**config.mk**
```make
export PLATFORM = sky130hd
export DESIGN_NAME = div_rem_unit
export DESIGN_NICKNAME = d
export VERILOG_FILES = /design/src/rtl/div_rem_unit.sv
export SDC_FILE = /design/constraint.sdc
export NUM_CORES = 1
export LEC_CHECK = 0
export BUFFER_PORTS_ARGS = -buffer_cell sky130_fd_sc_hd__buf_2
export CORE_UTILIZATION = 50
export CTS_BUF_LIST = sky130_fd_sc_hd__clkbuf_16
export DETAILED_ROUTE_END_ITERATION = 8
export GPL_ROUTABILITY_DRIVEN = 0
export PLACE_DENSITY = 0.66
export SLEW_MARGIN = 0
export SYNTH_ARGS = -nofsm -noshare
export SYNTH_HDL_FRONTEND = slang
export SYNTH_SLANG_ARGS = --single-unit
```
**constraint.sdc**
```tcl
create_clock -name clk -period 7.3 [get_ports clk]
set_clock_uncertainty 0.1 [all_clocks]
set_input_delay 0.365 -clock clk [delete_from_list [all_inputs] [get_ports clk]]
set_output_delay 0.365 -clock clk [all_outputs]
set_load 0.01 [all_outputs]
```
**src/rtl/div_rem_unit.sv**
```systemverilog
// div_rem_unit: iterative radix-2 divider for RV32M DIV/DIVU/REM/REMU.
// Divide-by-zero and signed overflow finish in one cycle; all others take XLEN+1.
module div_rem_unit #(
    parameter int XLEN = 32
) (
    input  logic            clk,
    input  logic            rst,
    input  logic            start,
    input  logic [1:0]      op,
    input  logic [XLEN-1:0] rs1,
    input  logic [XLEN-1:0] rs2,
    input  logic            flush,
    output logic            busy,
    output logic            done,
    output logic [XLEN-1:0] result
);
    localparam int CW = $clog2(XLEN);
    typedef enum logic [1:0] {IDLE, CALC, FIX} state_t;
    state_t          state;
    logic [1:0]      op_q;
    logic            sgn1, sgn2;
    logic [XLEN-1:0] dvs, quo;
    logic [XLEN:0]   rem;
    logic [CW-1:0]   count;
    logic            signed_op, ovf, ge;
    logic [XLEN-1:0] abs1, abs2, quo_fix, rem_fix;
    logic [XLEN:0]   rem_sh;
    always_comb begin
        signed_op = ~op[0];
        abs1      = (signed_op && rs1[XLEN-1]) ? -rs1 : rs1;
        abs2      = (signed_op && rs2[XLEN-1]) ? -rs2 : rs2;
        ovf       = signed_op && rs1 == {1'b1, {(XLEN-1){1'b0}}} && (&rs2);
        rem_sh    = {rem[XLEN-1:0], quo[XLEN-1]};
        ge        = rem_sh >= {1'b0, dvs};
        quo_fix   = (~op_q[0] && (sgn1 ^ sgn2)) ? -quo : quo;
        rem_fix   = (~op_q[0] && sgn1) ? -rem[XLEN-1:0] : rem[XLEN-1:0];
    end
    assign busy = state != IDLE;
    always_ff @(posedge clk or negedge rst) begin
        if (!rst) begin
            state  <= IDLE;
            op_q   <= '0;
            sgn1   <= 1'b0;
            sgn2   <= 1'b0;
            dvs    <= '0;
            quo    <= '0;
            rem    <= '0;
            count  <= '0;
            done   <= 1'b0;
            result <= '0;
        end else begin
            done <= 1'b0;
            if (flush) state <= IDLE;
            else case (state)
                IDLE: if (start) begin
                    if (rs2 == '0) begin
                        result <= op[1] ? rs1 : '1;
                        done   <= 1'b1;
                    end else if (ovf) begin
                        result <= op[1] ? '0 : rs1;
                        done   <= 1'b1;
                    end else begin
                        op_q  <= op;
                        sgn1  <= signed_op & rs1[XLEN-1];
                        sgn2  <= signed_op & rs2[XLEN-1];
                        dvs   <= abs2;
                        rem   <= '0;
                        quo   <= abs1;
                        count <= '0;
                        state <= CALC;
                    end
                end
                CALC: begin
                    rem   <= ge ? rem_sh - {1'b0, dvs} : rem_sh;
                    quo   <= {quo[XLEN-2:0], ge};
                    count <= count + CW'(1);
                    state <= count == CW'(XLEN - 1) ? FIX : CALC;
                end
                FIX: begin
                    result <= op_q[1] ? rem_fix : quo_fix;
                    done   <= 1'b1;
                    state  <= IDLE;
                end
                default: state <= IDLE;
            endcase
        end
    end
endmodule

```
=== Word-level counts from Yosys, hierarchy flattened ===
Cells that the tools add are included.

* Add/sub/neg operators: 6
* Multiply operators: 0
* Divide/modulo/power cells: 0
* Magnitude comparators: 1
* Eq/ne operators: 11
* Shifts and indexed selects: 0
* Mux-type cells: 35
* Bitwise operators: 8
* Reduce and logical (&&, ||, !) cells: 16

{| class="wikitable"
|+ Operators with widths
! operator !! number
|-
| $mux W32 || 17
|-
| $pmux W32 S2 || 3
|-
| $neg A32 Y32 || 4
|-
| $ge A33 B32 Y1 || 1
|-
| $eq A32 B32 Y1 const B || 1
|-
| $logic_not A32 Y1 || 1
|-
| $reduce_and A32 Y1 || 1
|-
| $sub A32 B32 Y32 || 1
|-
| $mux W5 || 3
|-
| $ne A3 B3 Y1 const B || 4
|-
| $mux W2 || 5
|-
| $pmux W5 S2 || 1
|-
| $reduce_and A5 Y1 || 2
|-
| $logic_and A1 B1 Y1 || 6
|-
| $ne A2 B2 Y1 const B || 3
|-
| $reduce_bool A2 Y1 || 3
|-
| $add A5 B1 Y5 const B || 1
|-
| $eq A5 B5 Y1 const B || 1
|-
| $not A1 Y1 || 5
|-
| $mux W1 || 4
|-
| $pmux W2 S2 || 1
|-
| $reduce_and A4 Y1 || 1
|-
| $reduce_and A3 Y1 || 1
|-
| $and A1 B1 Y1 || 2
|-
| other kinds (5) || 5
|}

* Register bits: 140
* Latch bits: 0
* Bits in writable memories: 0
* Memory bits (read-only): 0
* Bits of input ports: 70
* Output and inout port bits: 34
* Logic and storage cells: 87
* Memories kept: 0

=== Longest topological paths before layout ===
Gate-level depths: netlist (run 1).

* Word-level depth: 8
* Depth in mapped cells: 14
* Gate-level depth less buffers: 13

=== Least setup slack after synthesis (run 1) ===
No wires, ideal clock.

* Path type: flip-flop to flip-flop
* From: register quo[31]
* To: register rem[30]
* Arrival: 2.855 ns
* Required time: 7.067 ns
* Slack: 4.212 ns
* Cell stages (with the launch flop): 14
* Clock period less this slack: 3.088 ns
* Cell sequence: dfrtp_1 -> inv_1 -> ha_1 -> inv_1 -> fa_1 -> a211o_1 -> a211oi_1 -> o31ai_1 -> o32a_1 -> o21ai_0 -> o21ai_0 -> xor2_1 -> mux2i_1 -> o21ai_0

* Word-level cells in the longest chain between the ends: 3
* Elaborated cells on any way between the ends: 4
* Those cells by class: add/sub: 1; order compare: 1; mux: 2

{| class="wikitable"
|+ Ends and longest elaborated chain
! item !! line !! source
|-
| from (decl) || 22 || <nowiki>logic [XLEN-1:0] dvs, quo;</nowiki>
|-
| from (signal assigned) || 68 || <nowiki>quo <= abs1;</nowiki>
|-
| from (signal assigned) || 75 || <nowiki>quo <= {quo[XLEN-2:0], ge};</nowiki>
|-
| $sub A32 B32 Y32 / $ge A33 B32 Y1 (equally long branches) || 74, 34 ||
|-
| $mux W32 * || 74 || <nowiki>rem <= ge ? rem_sh - {1'b0, dvs} : rem_sh;</nowiki>
|-
| $pmux W32 S2 * || 54 || <nowiki>else case (state)</nowiki>
|-
| to (signal assigned) || 74 ||
|-
| to (decl) || 23 || <nowiki>logic [XLEN:0] rem;</nowiki>
|}

Every way passes the cells marked *; elsewhere a longest branch is shown, timed or not.
A chain may end at the register's enable or synchronous reset.

=== Final worst setup path (run 1) ===
* From: input rs2[6]
* To: register dvs[3]

* Word-level cells in the longest chain between the ends: 4
* Elaborated cells on any way between the ends: 6
* Those cells by class: bitwise: 2; reduce/logical: 4

{| class="wikitable"
|+ Ends and longest elaborated chain
! item !! line !! source
|-
| from (decl) || 11 || <nowiki>input logic [XLEN-1:0] rs2,</nowiki>
|-
| $reduce_and A32 Y1 || 32 || <nowiki>ovf = signed_op && rs1 == {1'b1, {(XLEN-1){1'b0}}} && (&rs2);</nowiki>
|-
| $logic_and A1 B1 Y1 || 32 ||
|-
| $not A1 Y1 (no source line) || -- ||
|-
| $reduce_and A5 Y1 (no source line) * || -- ||
|-
| to (signal assigned) || 66 || <nowiki>dvs <= abs2;</nowiki>
|-
| to (decl) || 22 ||
|}

Marked as above.

==> metrics.cfg, run 1 <==
[routing]
finalWirelength_um=29900
post_drt_wl_per_cell_um=17.66
ant_nets=0
routed_via_density=5.895
drt-pass1-iter-count=6
drtIter0Drc=710
drc=0
num_vias=9980

[worst_setup_path]
crit_top_cell=nor2_1
worst-path-max-fanout=63
crit_buf_inv=2
crit_cells=11
endpoint_kind=register
cpMaxStageDelayCell=nor2_4
crit_family=simple AND/OR/NAND/NOR gates
slowest_delay_ns=0.85
critPathRequiredTime_ns=7.55
r2r_cells=13
timing.critical_path.from_type=primary input
critical_path_class=primary input to register
worstPathCellList=buf_2 > nor4_1 > and3_1 > nand4_1 > nor2_4 > or3_4 > nor2_1 > nand2_2 > buf_4 > nor2_1 > a21oi_1
cp.arrival_ns=4.35

[synth]
synth_cell_types=70
syn_inst=1347
syn_nets=1457
synth_top_family_by_area=compound AO/OA/AOI/OAI gates
synthAdderAreaFrac=0.06833
synth-seq-area-share=0.3199
yosysTopAreaCellShare=0.3199
synthArstFlopShare=1.000
synth_compound_area_frac=0.2454
syn-cell-area_mm2=0.01095
synth.avg_cell_area_um2=8.130
synthMuxAreaShare=0.01668
synth_edf_count=0
synth-main-ff-cell=dfrtp_1
yosys_warnings=0
synth_area_leaders=dfrtp_1 (32%), xnor2_1 (7.0%), a21oi_1 (5.9%)
synthXorXnorAreaFrac=0.1168
yosys.area_share.simple=0.1811
ys_ff_latch=140
yosysTopAreaCell=dfrtp_1

[power]
power.clock.fraction=0.253
ir_drop_v=0.0001725
leakage_uw=0.005318
intPower_uw=2041
swShare=0.4145
p_total_uw=3485
p_seq_frac=0.315
power_switching_uw=1444
pwr-share-comb=0.432
p_per_area_mw_per_mm2=286.5

[clocking]
cts.sinks=140
clk_pin_slew_ns=0.06
cts_buffers=17
postCtsSetupBuffers=0
root_buffer=clkbuf_16
cts_tree=built
insertion_delay_ns=0.43
htree_levels=4
clk_path_buf_depth=2

[place]
pre_cts_ws_ns=2.749
io_buffers=103
place_hpwl_um=21920
dpl.cell_count=1661

[outcome]
status=finished, final reports clean

[floorplan]
io_pins=104
core_area_mm2=0.02122
rows=53
die_x_um=150.0
die_y_um=150.0
initial_core_util=0.5160
dieArea_mm2=0.02250

[finish]
fin_cells=1693
final_common_cell=dfrtp_1
regArea_mm2=0.003503
nFillCells=2016
diodes=0
final_nets=1516
final_cell_mix=dfrtp_1 (140), nor2_1 (138), a21oi_1 (129), o21ai_0 (126), nand2_1 (122)
multiInputGateArea_mm2=0.006892
area_growth_pct=11.09
drive_gt1_frac=0.1206

[timing]
rsz0062_at_grt=false
finalSetupViolations=0
layout_setup_ws_ns=3.205
timing.final.max_slew_violations=0
tns_ns=0
worst_pin_slew_ns=0.9668
post-route-period-util=0.5610
hold_viol_final=0
min_period_ns=4.095
max_freq_mhz=244.2
slew_headroom=0.3539

[grt]
overflow=0
first_global_vias=9094
antenna_found_initial=0
grt_use_total=0.2748
grt_max_degree=93
grt_pass1_wl_um=47930

[hold_path]
hold_depth=3
hold_class=primary input to register

[job]
cap_viol_max_count=0

[worst reg2reg max path, cell delays in order, from the launching register on]
cell      delay (ns)
dfrtp_1         0.41
inv_1           0.22
ha_1            0.23
inv_1           0.06
fa_1            0.42
a211o_1         0.30
a211oi_1        0.46
o31ai_1         0.23
o32a_1          0.38
o21ai_0         0.47
o21ai_0         0.18
xor2_1          0.16
mux2i_1         0.12
o21ai_0         0.08
[registers in the layout, summed over array words and instances, names as in the netlist]
signal / flops
count: 5
quo: 32
sgn1: 1
sgn2: 1
result: 32
state: 2
rem: 32
op_q: 2
dvs: 32
done: 1
[power groups by stage]
stage,combinational [µW],sequential [µW],clock (µW)
4_1_cts,1500,1090,890
3_5_place_dp,1490,1100,0
2_1_floorplan,1180,1040,0
3_3_place_gp,1460,1100,0
6_report,1510,1100,881
5_1_grt,1680,1120,918
[cell families (layout without fill, tap and decap cells)]
kind of cell	after synthesis	in the layout
DFF	140	140
xor gates and xnor gates	146	146
muxes	18	18
and+or+nand+nor	410	410
AOI/OAI and AO/OA	436	436
adders and majority gates	64	64
buffers and inverters	133	204
[layout make-up]
cell class                      instances  area share
Multi-Input combinational cell       1074      0.5665
Sequential cell                       140      0.2880
Timing Repair Buffer                  119     0.05297
Clock buffer                           17     0.03497
Tap cell                              275     0.02828
Inverter                               54     0.01666
Clock inverter                         14     0.01265
[layer usage]
metal | up-vias | wire length [µm] | GRT usage
li1 | 4959 | - | -
met1 | 4646 | 14250 | 0.3859
met2 | 326 | 13170 | 0.4197
met3 | 49 | 1582 | 0.04055
met4 | 0 | 901 | 0.1157
met5 | - | 0 | 0
[timing repair]
item | 4_1_cts | 5_1_grt
hold buffers | 1 | 0
endpoints found under the hold margin | 91 | 0
resized for setup | 0 | 0
[path summary, 6_finish.rpt]
path                                   startpoint                     end  slack [ns]
max in group asynchronous                     rst    count[0]$_DFFE_PN0P_        5.44
min in group asynchronous                     rst   result[4]$_DFFE_PN0P_        0.48
max reg2reg                   quo[31]$_DFFE_PN0P_     rem[30]$_DFFE_PN0P_        3.34
min                                       rs2[31]     dvs[31]$_DFFE_PN0P_        0.11
max                                        rs2[6]      dvs[3]$_DFFE_PN0P_        3.21
min reg2reg                result[11]$_DFFE_PN0P_  result[11]$_DFFE_PN0P_        0.37
[metrics by stage]
| stage | hold slack, ns | util | area, µm² |
|---|---|---|---|
| floorplan | -0.03059 | - | 10950 |
| global placement | 0.3579 | 0.5455 | 11580 |
| detailed placement | 0.3647 | 0.5455 | 11580 |
| CTS | 0.09578 | 0.5733 | 12170 |
| global route | 0.1166 | 0.5733 | 12170 |
| finish | 0.1069 | 0.5733 | 12170 |
[cells in the mapped netlist, drive strengths merged, types with 7 or more instances]
master	instances
o21ai	143
nor2	141
dfrtp	140
a21oi	129
nand2	123
xnor2	87
xor2	59
inv	54
clkbuf	47
ha	39
buf	32
maj3	24
nor3	23
a211oi	21
nand4	21
o31ai	20
or3	20
a21o	19
a221o	18
mux2i	16
nand3	14
nor4	14
nand2b	13
a31oi	11
a22oi	10
nor2b	10
o41ai	10
or4	10
a32oi	8
and3	7
o211ai	7
(Power assumes the default switching activity.)
==> run 2, diff against run 1 <==
--- a/config.mk
+++ b/config.mk
@@ -10,7 +10,7 @@
 export CTS_BUF_LIST = sky130_fd_sc_hd__clkbuf_16
 export DETAILED_ROUTE_END_ITERATION = 8
 export GPL_ROUTABILITY_DRIVEN = 0
-export PLACE_DENSITY = 0.66
+export PLACE_DENSITY = 0.69
 export SLEW_MARGIN = 0
 export SYNTH_ARGS = -nofsm -noshare
 export SYNTH_HDL_FRONTEND = slang
==> constraint.sdc (replaced) <==
create_clock -name clk -period 3.6 [get_ports clk]
set_clock_uncertainty 0.1 [all_clocks]
set_input_delay 0.18 -clock clk [delete_from_list [all_inputs] [get_ports clk]]
set_output_delay 0.18 -clock clk [all_outputs]
set_load 0.01 [all_outputs]
==> run 2 against run 1 <==
  * Critical path depth grew 3
  * Wire length grew 1.9%
  * Register-to-register slack lost 3.1 ns
  * Die area did not move
  * Design area rose by 3.6%
  * Via count rose by 2.4%
==> metrics.cfg, run 2 (same netlist as run 1, synthesis figures left out) <==
[outcome]
status=finished, final reports clean

[timing]
rsz0062_at_grt=false
max_freq_mhz=294.7
slew_headroom=0.1712  ; -0.1828
worst_pin_slew_ns=1.241  ; +0.2739 ns
post-route-period-util=0.9427
tns_ns=0  ; unchanged
min_period_ns=3.394
timing.final.max_slew_violations=0  ; unchanged
finalSetupViolations=0  ; unchanged
layout_setup_ws_ns=0.2063  ; -2.999 ns
hold_viol_final=0  ; unchanged

[hold_path]
hold_class=primary input to register
hold_depth=4  ; +1

[power]
p_per_area_mw_per_mm2=600.6  ; +110%
intPower_uw=4572  ; +120%
swShare=0.3958  ; -0.01872
power_switching_uw=2994  ; +110%
pwr-share-comb=0.419  ; -0.013
p_seq_frac=0.296  ; -0.019
ir_drop_v=0.0003127  ; +81%
power.clock.fraction=0.285  ; +0.032
leakage_uw=0.005526  ; +3.9%

[routing]
finalWirelength_um=30460  ; +1.9%
post_drt_wl_per_cell_um=17.71  ; +0.27%
routed_via_density=5.944  ; +0.83%
drtIter0Drc=746  ; +5.1%
drt-pass1-iter-count=6  ; unchanged
drc=0  ; unchanged
ant_nets=0  ; unchanged
num_vias=10220  ; +2.4%

[grt]
grt_pass1_wl_um=49130  ; +2.5%
met3_usage=0.03262  ; -0.007927
grt_max_degree=84  ; -9.7%
grt-busiest-layer=met2
overflow=0  ; unchanged
antenna_found_initial=1  ; +1
gr-usage-met1=0.3826  ; -0.003316
first_global_vias=9531  ; +4.8%
grt_util_met2=0.4505  ; +0.03079
grt_use_total=0.2790  ; +0.004123

[finish]
diodes=0  ; unchanged
drive_gt1_frac=0.1336  ; +0.01297
area_growth_pct=15.05
final_cell_mix=dfrtp_1 (140), nor2_1 (138), a21oi_1 (129), o21ai_0 (126), nand2_1 (122)
final_common_cell=dfrtp_1
final_area_mm2=0.01260  ; +3.6%
final_nets=1542  ; +1.7%

[clocking]
insertion_delay_ns=0.42  ; about the same
root_buffer=clkbuf_16
cts.sinks=140  ; unchanged
clk_pin_slew_ns=0.06  ; about the same
htree_levels=4  ; unchanged
cts_buffers=17  ; unchanged
clk_path_buf_depth=2  ; unchanged
cts_tree=built

[worst_setup_path]
timing.critical_path.from_type=register
critical_path_class=register to register
cp.arrival_ns=3.57  ; -0.78 ns
r2r_cells=14  ; +1
endpoint_kind=register
worst-path-max-fanout=3  ; -95%
critPathRequiredTime_ns=3.78  ; -3.77 ns

[place]
place_hpwl_um=22290  ; +1.7%
io_buffers=103  ; unchanged
pre_cts_ws_ns=0.1659  ; -2.584 ns
placed_area_mm2=0.01174  ; +1.4%

[floorplan]
dieArea_mm2=0.02250  ; unchanged
initial_core_util=0.5160  ; unchanged
core_area_mm2=0.02122  ; unchanged
die_x_um=150.0  ; unchanged
die_y_um=150.0  ; unchanged
rows=53  ; unchanged
io_pins=104  ; unchanged

[job]
cap_viol_max_count=0  ; unchanged

[run 2: critical path, stage by stage, from the launching register on]
cell,delay (ns)
dfrtp_1,0.40
inv_2,0.11
ha_1,0.19
inv_1,0.06
fa_1,0.43
a211o_1,0.31
a211oi_2,0.32
o31ai_2,0.16
o32a_1,0.33
o21ai_0,0.18
buf_4,0.16
o21ai_0,0.10
xor2_1,0.17
mux2i_1,0.14
o21ai_0,0.09
[run 2: through the flow]
stage	total power (µW)	util	hold WS, ns	std cells
2_1_floorplan	4489	-	-0.2156	1347
5_1_grt	8026	0.5937	0.02444	1720
6_report	7567	0.5937	0.01828	1720
4_1_cts	7514	0.5929	0.004941	1719
3_5_place_dp	5311	0.5534	0.1857	1675
3_3_place_gp	5277	0.5534	0.1875	1675
[run 2: cell type report]
class / instances / area, µm²
Clock buffer: 17 / 425.4
Inverter: 54 / 202.7
Timing Repair Buffer: 145 / 929.6
Multi-Input combinational cell: 1074 / 6902
Clock inverter: 15 / 291.5
Sequential cell: 140 / 3503
Tap cell: 275 / 344.1
Fill cell: 1938 / 8622
[run 2: path summary, 6_finish.rpt]
| path | slack [ns] | from | end |
|---|---|---|---|
| hold reg to reg | 0.37 | result[5]$_DFFE_PN0P_ | result[5]$_DFFE_PN0P_ |
| setup / recovery | 0.21 | quo[31]$_DFFE_PN0P_ | rem[30]$_DFFE_PN0P_ |
| hold / removal | 0.02 | rs2[30] | dvs[30]$_DFFE_PN0P_ |
| setup reg to reg | 0.21 | quo[31]$_DFFE_PN0P_ | rem[30]$_DFFE_PN0P_ |
| min in group asynchronous | 0.25 | rst | result[4]$_DFFE_PN0P_ |
| max in group asynchronous | 2.37 | rst | dvs[29]$_DFFE_PN0P_ |
[run 2: what timing repair did]
item | CTS | global route
hold buffers | 12 | 0
endpoints found under the setup margin | 0 | 3
endpoints found under the hold margin | 93 | 0
gates resized for setup | 0 | 3
buffers inserted | 0 | 1
[run 2: power groups by stage]
stage	logic [µW]	registers, µW	clock network (µW)
finish	3170	2240	2160
global route	3510	2270	2240
CTS	3120	2220	2180
detailed placement	3070	2240	0
global placement	3050	2230	0
floorplan	2390	2100	0
[run 2: layer usage]
layer | vias up | part of all wire
li1 | 5013 | -
met1 | 4806 | 0.46
met2 | 363 | 0.46
met3 | 41 | 0.060
met4 | 0 | 0.026
met5 | - | 0
